$ cat config.mk
export PLATFORM = sky130hd
export DESIGN_NAME = usb_bus_bridge
export DESIGN_NICKNAME = d
export VERILOG_FILES = /design/src/rtl/usb_bus_bridge.sv
export SDC_FILE = /design/constraint.sdc
export NUM_CORES = 1
export LEC_CHECK = 0
export CAP_MARGIN = 20
export CORE_ASPECT_RATIO = 0.5
export CORE_MARGIN = 2
export CORE_UTILIZATION = 35
export CTS_CLUSTER_DIAMETER = 40
export DETAILED_ROUTE_END_ITERATION = 16
export SLEW_MARGIN = 20
export SYNTH_ARGS = -nofsm -noshare
export SYNTH_HDL_FRONTEND = slang
export SYNTH_SLANG_ARGS = --single-unit
$ cat constraint.sdc
create_clock -name clk -period 2.6 [get_ports clk]
set_input_delay 0.26 -clock clk [delete_from_list [all_inputs] [get_ports clk]]
set_output_delay 0.26 -clock clk [all_outputs]
set_load 0.01 [all_outputs]
$ cat src/rtl/usb_bus_bridge.sv
// Bridges the SoC CPU memory bus to the ISP1760 asynchronous 16-bit bus and sequences the USB chip reset.
// Optional build macro USB_IRQ_SYNC_EN: synchronises usb_irq onto usb_int; otherwise usb_int is tied low.
//
// state      | meaning
// -----------+-----------------------------------------------------------
// ST_IDLE    | waiting for a command; mem_cmd_ready may be high
// ST_SETUP   | cs_ low, address (and write data) valid ahead of the strobe
// ST_STROBE  | rd_ or wr_ low; read data captured on the last cycle
// ST_HOLD    | strobe released, cs_ still low, data held
// ST_RECOVER | cs_ high between halfword cycles

module usb_bus_bridge #(
   parameter int unsigned SETUP_CYCLES    = 1,
   parameter int unsigned STROBE_CYCLES   = 3,
   parameter int unsigned HOLD_CYCLES     = 1,
   parameter int unsigned RECOVERY_CYCLES = 2,
   parameter int unsigned RESET_CYCLES    = 1024
) (
   input  logic        clk,
   input  logic        reset_,
   input  logic        mem_cmd_sel,
   input  logic        mem_cmd_valid,
   output logic        mem_cmd_ready,
   input  logic        mem_cmd_wr,
   input  logic [17:0] mem_cmd_addr,
   input  logic [31:0] mem_cmd_wdata,
   input  logic [3:0]  mem_cmd_be,
   output logic        mem_rsp_ready,
   output logic [31:0] mem_rsp_rdata,
   output logic        usb_reset_,
   output logic        usb_cs_,
   output logic        usb_rd_,
   output logic        usb_wr_,
   output logic [16:0] usb_a,
   output logic        usb_d_oe,
   output logic [15:0] usb_d_do,
   input  logic [15:0] usb_d_di,
   input  logic        usb_irq,
   output logic        usb_int
);

   typedef enum logic [2:0] {
      ST_IDLE    = 3'd0,
      ST_SETUP   = 3'd1,
      ST_STROBE  = 3'd2,
      ST_HOLD    = 3'd3,
      ST_RECOVER = 3'd4
   } state_t;

   localparam logic [3:0]  SETUP_LD   = 4'(SETUP_CYCLES - 1);
   localparam logic [3:0]  STROBE_LD  = 4'(STROBE_CYCLES - 1);
   localparam logic [3:0]  HOLD_LD    = 4'(HOLD_CYCLES - 1);
   localparam logic [3:0]  RECOVER_LD = 4'(RECOVERY_CYCLES - 1);
   localparam logic [15:0] RESET_LD   = 16'(RESET_CYCLES);

   state_t      state_q;
   state_t      state_nxt;
   logic [3:0]  tmr_q;
   logic        tmr_done;

   logic [15:0] rst_cnt_q;
   logic        usb_reset_q;

   logic        ready_q;
   logic        rsp_q;
   logic [31:0] rdata_q;
   logic        wr_q;
   logic [15:0] addr_q;
   logic [31:0] wdata_q;
   logic        cur_hi_q;
   logic        hi_pend_q;

   logic        accept;
   logic        need_lo;
   logic        need_hi;
   logic        in_cycle;

   assign accept   = mem_cmd_valid & mem_cmd_sel & ready_q;
   assign need_lo  = ~mem_cmd_wr | (|mem_cmd_be[1:0]);
   assign need_hi  = ~mem_cmd_wr | (|mem_cmd_be[3:2]);
   assign tmr_done = (tmr_q == 4'd0);

   // chip reset: usb_reset_ rises after RESET_CYCLES cycles with reset_ released
   always_ff @(posedge clk) begin
      if (!reset_) begin
         rst_cnt_q   <= RESET_LD;
         usb_reset_q <= 1'b0;
      end else begin
         if (rst_cnt_q != 16'd0)
            rst_cnt_q <= rst_cnt_q - 16'd1;
         if (rst_cnt_q == 16'd1)
            usb_reset_q <= 1'b1;
      end
   end

   // state register and phase timer
   always_ff @(posedge clk) begin
      if (!reset_) begin
         state_q <= ST_IDLE;
         tmr_q   <= 4'd0;
      end else begin
         state_q <= state_nxt;
         if (state_nxt != state_q) begin
            unique case (state_nxt)
               ST_SETUP:   tmr_q <= SETUP_LD;
               ST_STROBE:  tmr_q <= STROBE_LD;
               ST_HOLD:    tmr_q <= HOLD_LD;
               ST_RECOVER: tmr_q <= RECOVER_LD;
               default:    tmr_q <= 4'd0;
            endcase
         end else if (!tmr_done) begin
            tmr_q <= tmr_q - 4'd1;
         end
      end
   end

   // next-state logic
   always_comb begin
      state_nxt = state_q;
      unique case (state_q)
         ST_IDLE:    if (accept && (need_lo || need_hi)) state_nxt = ST_SETUP;
         ST_SETUP:   if (tmr_done) state_nxt = ST_STROBE;
         ST_STROBE:  if (tmr_done) state_nxt = ST_HOLD;
         ST_HOLD:    if (tmr_done) state_nxt = ST_RECOVER;
         ST_RECOVER: if (tmr_done) state_nxt = hi_pend_q ? ST_SETUP : ST_IDLE;
         default:    state_nxt = ST_IDLE;
      endcase
   end

   // command latch, half sequencing, read capture and response
   always_ff @(posedge clk) begin
      if (!reset_) begin
         ready_q   <= 1'b0;
         rsp_q     <= 1'b0;
         rdata_q   <= 32'd0;
         wr_q      <= 1'b0;
         addr_q    <= 16'd0;
         wdata_q   <= 32'd0;
         cur_hi_q  <= 1'b0;
         hi_pend_q <= 1'b0;
      end else begin
         ready_q <= usb_reset_q && (state_nxt == ST_IDLE);
         rsp_q   <= (state_q == ST_HOLD) && (state_nxt == ST_RECOVER) && cur_hi_q && !wr_q;

         if (accept) begin
            wr_q      <= mem_cmd_wr;
            addr_q    <= mem_cmd_addr[17:2];
            wdata_q   <= mem_cmd_wdata;
            cur_hi_q  <= ~need_lo;
            hi_pend_q <= need_lo & need_hi;
         end else if ((state_q == ST_RECOVER) && tmr_done && hi_pend_q) begin
            cur_hi_q  <= 1'b1;
            hi_pend_q <= 1'b0;
         end

         if ((state_q == ST_STROBE) && tmr_done && !wr_q) begin
            if (cur_hi_q)
               rdata_q[31:16] <= usb_d_di;
            else
               rdata_q[15:0]  <= usb_d_di;
         end
      end
   end

   // bus outputs decoded from registered state only, so strobes never overlap
   always_comb begin
      in_cycle = (state_q == ST_SETUP) || (state_q == ST_STROBE) || (state_q == ST_HOLD);
      usb_cs_  = ~in_cycle;
      usb_rd_  = ~((state_q == ST_STROBE) && !wr_q);
      usb_wr_  = ~((state_q == ST_STROBE) && wr_q);
      usb_d_oe = in_cycle && wr_q;
      usb_a    = {addr_q, cur_hi_q};
      usb_d_do = cur_hi_q ? wdata_q[31:16] : wdata_q[15:0];
   end

   assign mem_cmd_ready = ready_q;
   assign mem_rsp_ready = rsp_q;
   assign mem_rsp_rdata = rdata_q;
   assign usb_reset_    = usb_reset_q;

`ifdef USB_IRQ_SYNC_EN
   logic irq_s1_q;
   logic irq_s2_q;
   logic unused_bits;

   always_ff @(posedge clk) begin
      if (!reset_ || !usb_reset_q) begin
         irq_s1_q <= 1'b0;
         irq_s2_q <= 1'b0;
      end else begin
         irq_s1_q <= usb_irq;
         irq_s2_q <= irq_s1_q;
      end
   end

   assign usb_int     = irq_s2_q;
   assign unused_bits = ^mem_cmd_addr[1:0];
`else
   logic unused_bits;

   assign usb_int     = 1'b0;
   assign unused_bits = ^{mem_cmd_addr[1:0], usb_irq};
`endif

endmodule

* Word level (Yosys, flattened, before mapping)
Index checks and enable logic that the tools add are counted.
Operators by class: reductions and logical operators 25, $add $sub $neg 2, muxes and demuxes 15, bitwise logic cells 11, equal/unequal tests 9
Operators with widths (number):
- equality test 16 x 1 -> 1 bit (second input constant) | 1
- two-way mux 16 bit | 1
- nonzero test 16 bit | 1
- subtractor 16 x 1 -> 16 bit (second input constant) | 1
- two-way mux 3 bit | 5
- one-hot mux 3 bit (5 select lines) | 1
- logical AND 1 bit | 12
- equality test 3 x 2 -> 1 bit (second input constant) | 3
- two-way mux 4 bit | 2
- equality test 3 bit (second input constant) | 2
- logical NOT 3 bit | 2
- inverter 1 bit | 6
- two-way mux 1 bit | 5
- logical NOT 4 bit | 1
- one-hot mux 2 bit (2 select lines) | 1
- AND reduction 2 bit | 2
- OR reduction 2 bit | 2
- subtractor 4 x 1 -> 4 bit (second input constant) | 1
- bitwise AND 1 bit | 3
- equality test 3 x 1 -> 1 bit (second input constant) | 1
- logical OR 1 bit | 3
- != test 3 bit | 1
- != test 2 x 1 -> 1 bit (second input constant) | 1
- OR 1 bit | 2
- other kinds (2) | 2
Storage, ports and cells: output and inout port bits 73, word-level logic and storage cells 75, register bits 109, input port bits 76

* Longest topological paths before layout
word-level depth 10, gate-level depth with buffers 8, mapped depth without buffers 7

* Least setup slack after synthesis
No wires, ideal clock.
path kind register -> register, start reg rst_cnt_q[0], end reg rst_cnt_q[14], period minus slack after synthesis 2.011 ns, required time 2.485 ns, slack 0.589 ns, path buffers 1, arrival time 1.897 ns, stages on the path, launching flop included 9, library setup time 0.115 ns, cell sequence dfxtp_1 > inv_1 > ha_1 > or3b_2 > clkbuf_1 > a311oi_2 > nand3_1 > xnor2_1 > and2_1
On the way: longest elaborated chain between the ends 1, elaborated cells between the ends (all ways) 2, classes of those cells add/sub: 1; reduce/logical: 1
RTL lines:
- start, declared | RTL line 61 | logic [15:0] rst_cnt_q;
- start signal, assigned | RTL line 90 | rst_cnt_q <= rst_cnt_q - 16'd1;
- subtractor 16 x 1 -> 16 bit / nonzero test 16 bit (equally long branches) | RTL line 90, 89
Parallel ways exist; a longest one is shown, timed or not. A chain may end at the register's enable or synchronous reset.

* Final worst setup path
start reg cur_hi_q, end out usb_d_do[14]
On the way: longest elaborated chain between the ends 1
RTL lines:
- start, declared | RTL line 70 | logic cur_hi_q;
- start signal, assigned | RTL line 149 | cur_hi_q <= ~need_lo;
- two-way mux 16 bit | RTL line 173 | usb_d_do = cur_hi_q ? wdata_q[31:16] : wdata_q[15:0];
- end, declared | RTL line 36 | output logic [15:0] usb_d_do,
Every way passes these cells.

==> results.ini <==
[status]
status=finished, final reports clean

[cts]
clk_pin_slew_ns=0.07
cts_resized=0
numCtsBuffers=9
cts_buffer_depth=2
clock_insertion_delay_worst_skew_ns=0.34
clock_sinks=109
cts_htree_levels=3
cts_root_buf=clkbuf_16
cts_setup_buffers=0
cts_hold_buf=0
cts_tree=yes

[global_routing]
grt_first_pass_wirelength_mm=18.11
grt_overflow=0
grt_max_degree=53
grtUsageTotal=0.1535
first_global_vias=3666
antenna_found_initial=0

[floorplanning]
rows=29
die_w_microns=168.0
initial_core_util=0.3656
die_h_microns=86.03
coreArea_sq_um=12880
dieArea_sq_um=14460
io_pins=149

[routing]
drc=0
routed_wl_mm=11.07
via_per_inst=4.704
detail-route-antenna-nets=0
route.met3.wl_microns=580
highest_layer=met4
wirelength_met1_mm=5.301
num_vias=3810
met2_length_mm=5.025
drt_iter0_markers=164
avgRoutedWirePerCell_microns=13.67
firstDrtPassIters=4

[worst_setup_path]
crit_required_ns=2.34
cp_top_family=buffers and inverters
cpPeakStageDelay_ns=0.50
cp.buffers_inverters=2
critical_path_class=flop to primary output
cp-end-kind=primary output
start_kind=flop
crit_chain=buf_4, mux2_2, clkdlybuf4s50_1
cp_slowest_cell=clkdlybuf4s50_1
arrival_ns=1.99
worstPathMaxFanout=17

[power_and_ir_drop]
swShare=0.2832
clockPowerShare=0.333
switchingPower_mw=1.117
vdd_drop_max_uv=278.9
pwr-share-seq=0.478
powerDensity_nw_per_um2=600.7
p_leak_nw=2.355
internal_power_mw=2.827
combPwrFrac=0.189

[layout]
drive_gt1_frac=0.08438
n_antenna_cell=0
finalNonFillerCells=810
fin_util=0.5098
fin_nets=714
area_growth_pct=39.43

[synth]
netlist.area_leader.share=0.4633
synth_edf_count=0
ys_async_sr_fraction=0
ys.warnings.count=0
synthCells=507
synth_top_area_cell=dfxtp_1
syn_area_sq_um=4710
ys.flop_type=dfxtp_1
synth.most_common_cell=nand2_1
synth_common_cells=110 x nand2_1, 109 x dfxtp_1, 51 x a21boi_0
yosysSeqAreaShare=0.4633
syn_avg_cell_area_sq_um=9.289
synth_area_leaders=dfxtp_1 46%, nand2_1 8.8%, a21boi_0 8.1%, mux2i_1 7.0%, nor2b_1 4.4%
synthesis.nets=586
synth_seq_cells=109
yosysUniqueCellTypes=56

[timing]
finalWorstSetupSlack_ns=0.3537
max_freq_mhz=445.2
rsz0062_at_grt=no
finalSetupTns_ns=0
hold_viol=0
fin_crit_sh=0.8640
hold_slack_ns=0.3062
slew_headroom=0.6247
final_max_slew_viol_count=0
tightest_slew_ns=0.5629
min_period_ns=2.246
fin_skew_ns=0.008804
setup_viol=0

[place]
portBuffers=144
dp_hpwl_mm=7.488
dp_cells=794
gp_congestion=0.7826
place_ws_ns=0.3950

[job]
maxCapViolations=0

[hold_path]
holdCritPathClass=input pin to flop

==> area by class of cell <==
cell class | instances | area [sq um]
sequential | 109 | 2182
timing repair buffer | 152 | 1509
fill | 1232 | 6315
clock inverter | 7 | 57.56
clock buffer | 9 | 225.2
tap | 170 | 212.7
multi-input combinational | 358 | 2361
inverter | 5 | 18.77
==> final timing paths <==
kind | slack [ns] | cells after the start | to | start
setup / recovery | 0.35 | 3 | usb_d_do[14] | cur_hi_q
hold / removal | 0.31 | 2 | rst_cnt_q[10] | reset_
setup reg to reg | 0.38 | 7 | tmr_q[0] | tmr_q[0]
hold reg to reg | 0.46 | 2 | wdata_q[8] | wdata_q[8]
==> metal layers <==
metal,vias up,track usage
li1,1965,-
met1,1750,0.1928
met2,81,0.2539
met3,14,0.04615
met4,0,0.05217
met5,-,0
==> registers in the layout, indices dropped and copies added, names as in the netlist <==
name	count
wdata_q	32
tmr_q	4
state_q	3
hi_pend_q	1
usb_reset_	1
wr_q	1
mem_cmd_ready	1
addr_q	16
mem_rsp_rdata	32
mem_rsp_ready	1
cur_hi_q	1
rst_cnt_q	16
==> through the flow <==
step           total power, mW  area [sq um]
6_report                 3.944          6566
5_1_grt                  4.169          6566
4_1_cts                  4.005          6566
3_5_place_dp             2.673          6284
3_3_place_gp             2.664          6284
2_1_floorplan            2.446          4710
==> power by group through the flow <==
| stage | logic (mW) | clock network (mW) | registers [mW] |
|---|---|---|---|
| after global placement | 0.742 | 0 | 1.92 |
| after detailed placement | 0.750 | 0 | 1.92 |
| after floorplan | 0.547 | 0 | 1.90 |
| final | 0.745 | 1.31 | 1.89 |
| after CTS | 0.755 | 1.36 | 1.89 |
| after global routing | 0.833 | 1.43 | 1.91 |
==> kinds of logic after synthesis <==
kind of cell               after synthesis  share of synthesized area
DFF                                    109                     0.4633
and+or+nand+nor                        212                     0.2319
AOI/OAI and AO/OA                       81                     0.1273
muxes                                   50                     0.1116
other                                    1                  0.0007963
buffers and inverters                   40                    0.03666
adders and majority gates                3                   0.007971
xor gates and xnor gates                11                    0.02046
==> placed cells by master, fill, tap and decap left out, types with 5 or more instances in the layout <==
cell type / n
nand2_1: 110
clkbuf_16: 9
dfxtp_1: 109
nor2_1: 17
o21ai_0: 9
xor2_1: 5
a21boi_0: 51
and2_1: 12
xnor2_1: 6
buf_4: 7
nor2b_1: 33
mux2_2: 16
mux2i_1: 33
clkdlybuf4s50_1: 143
inv_1: 5
Note: power is estimated with default switching activity, not from simulation.
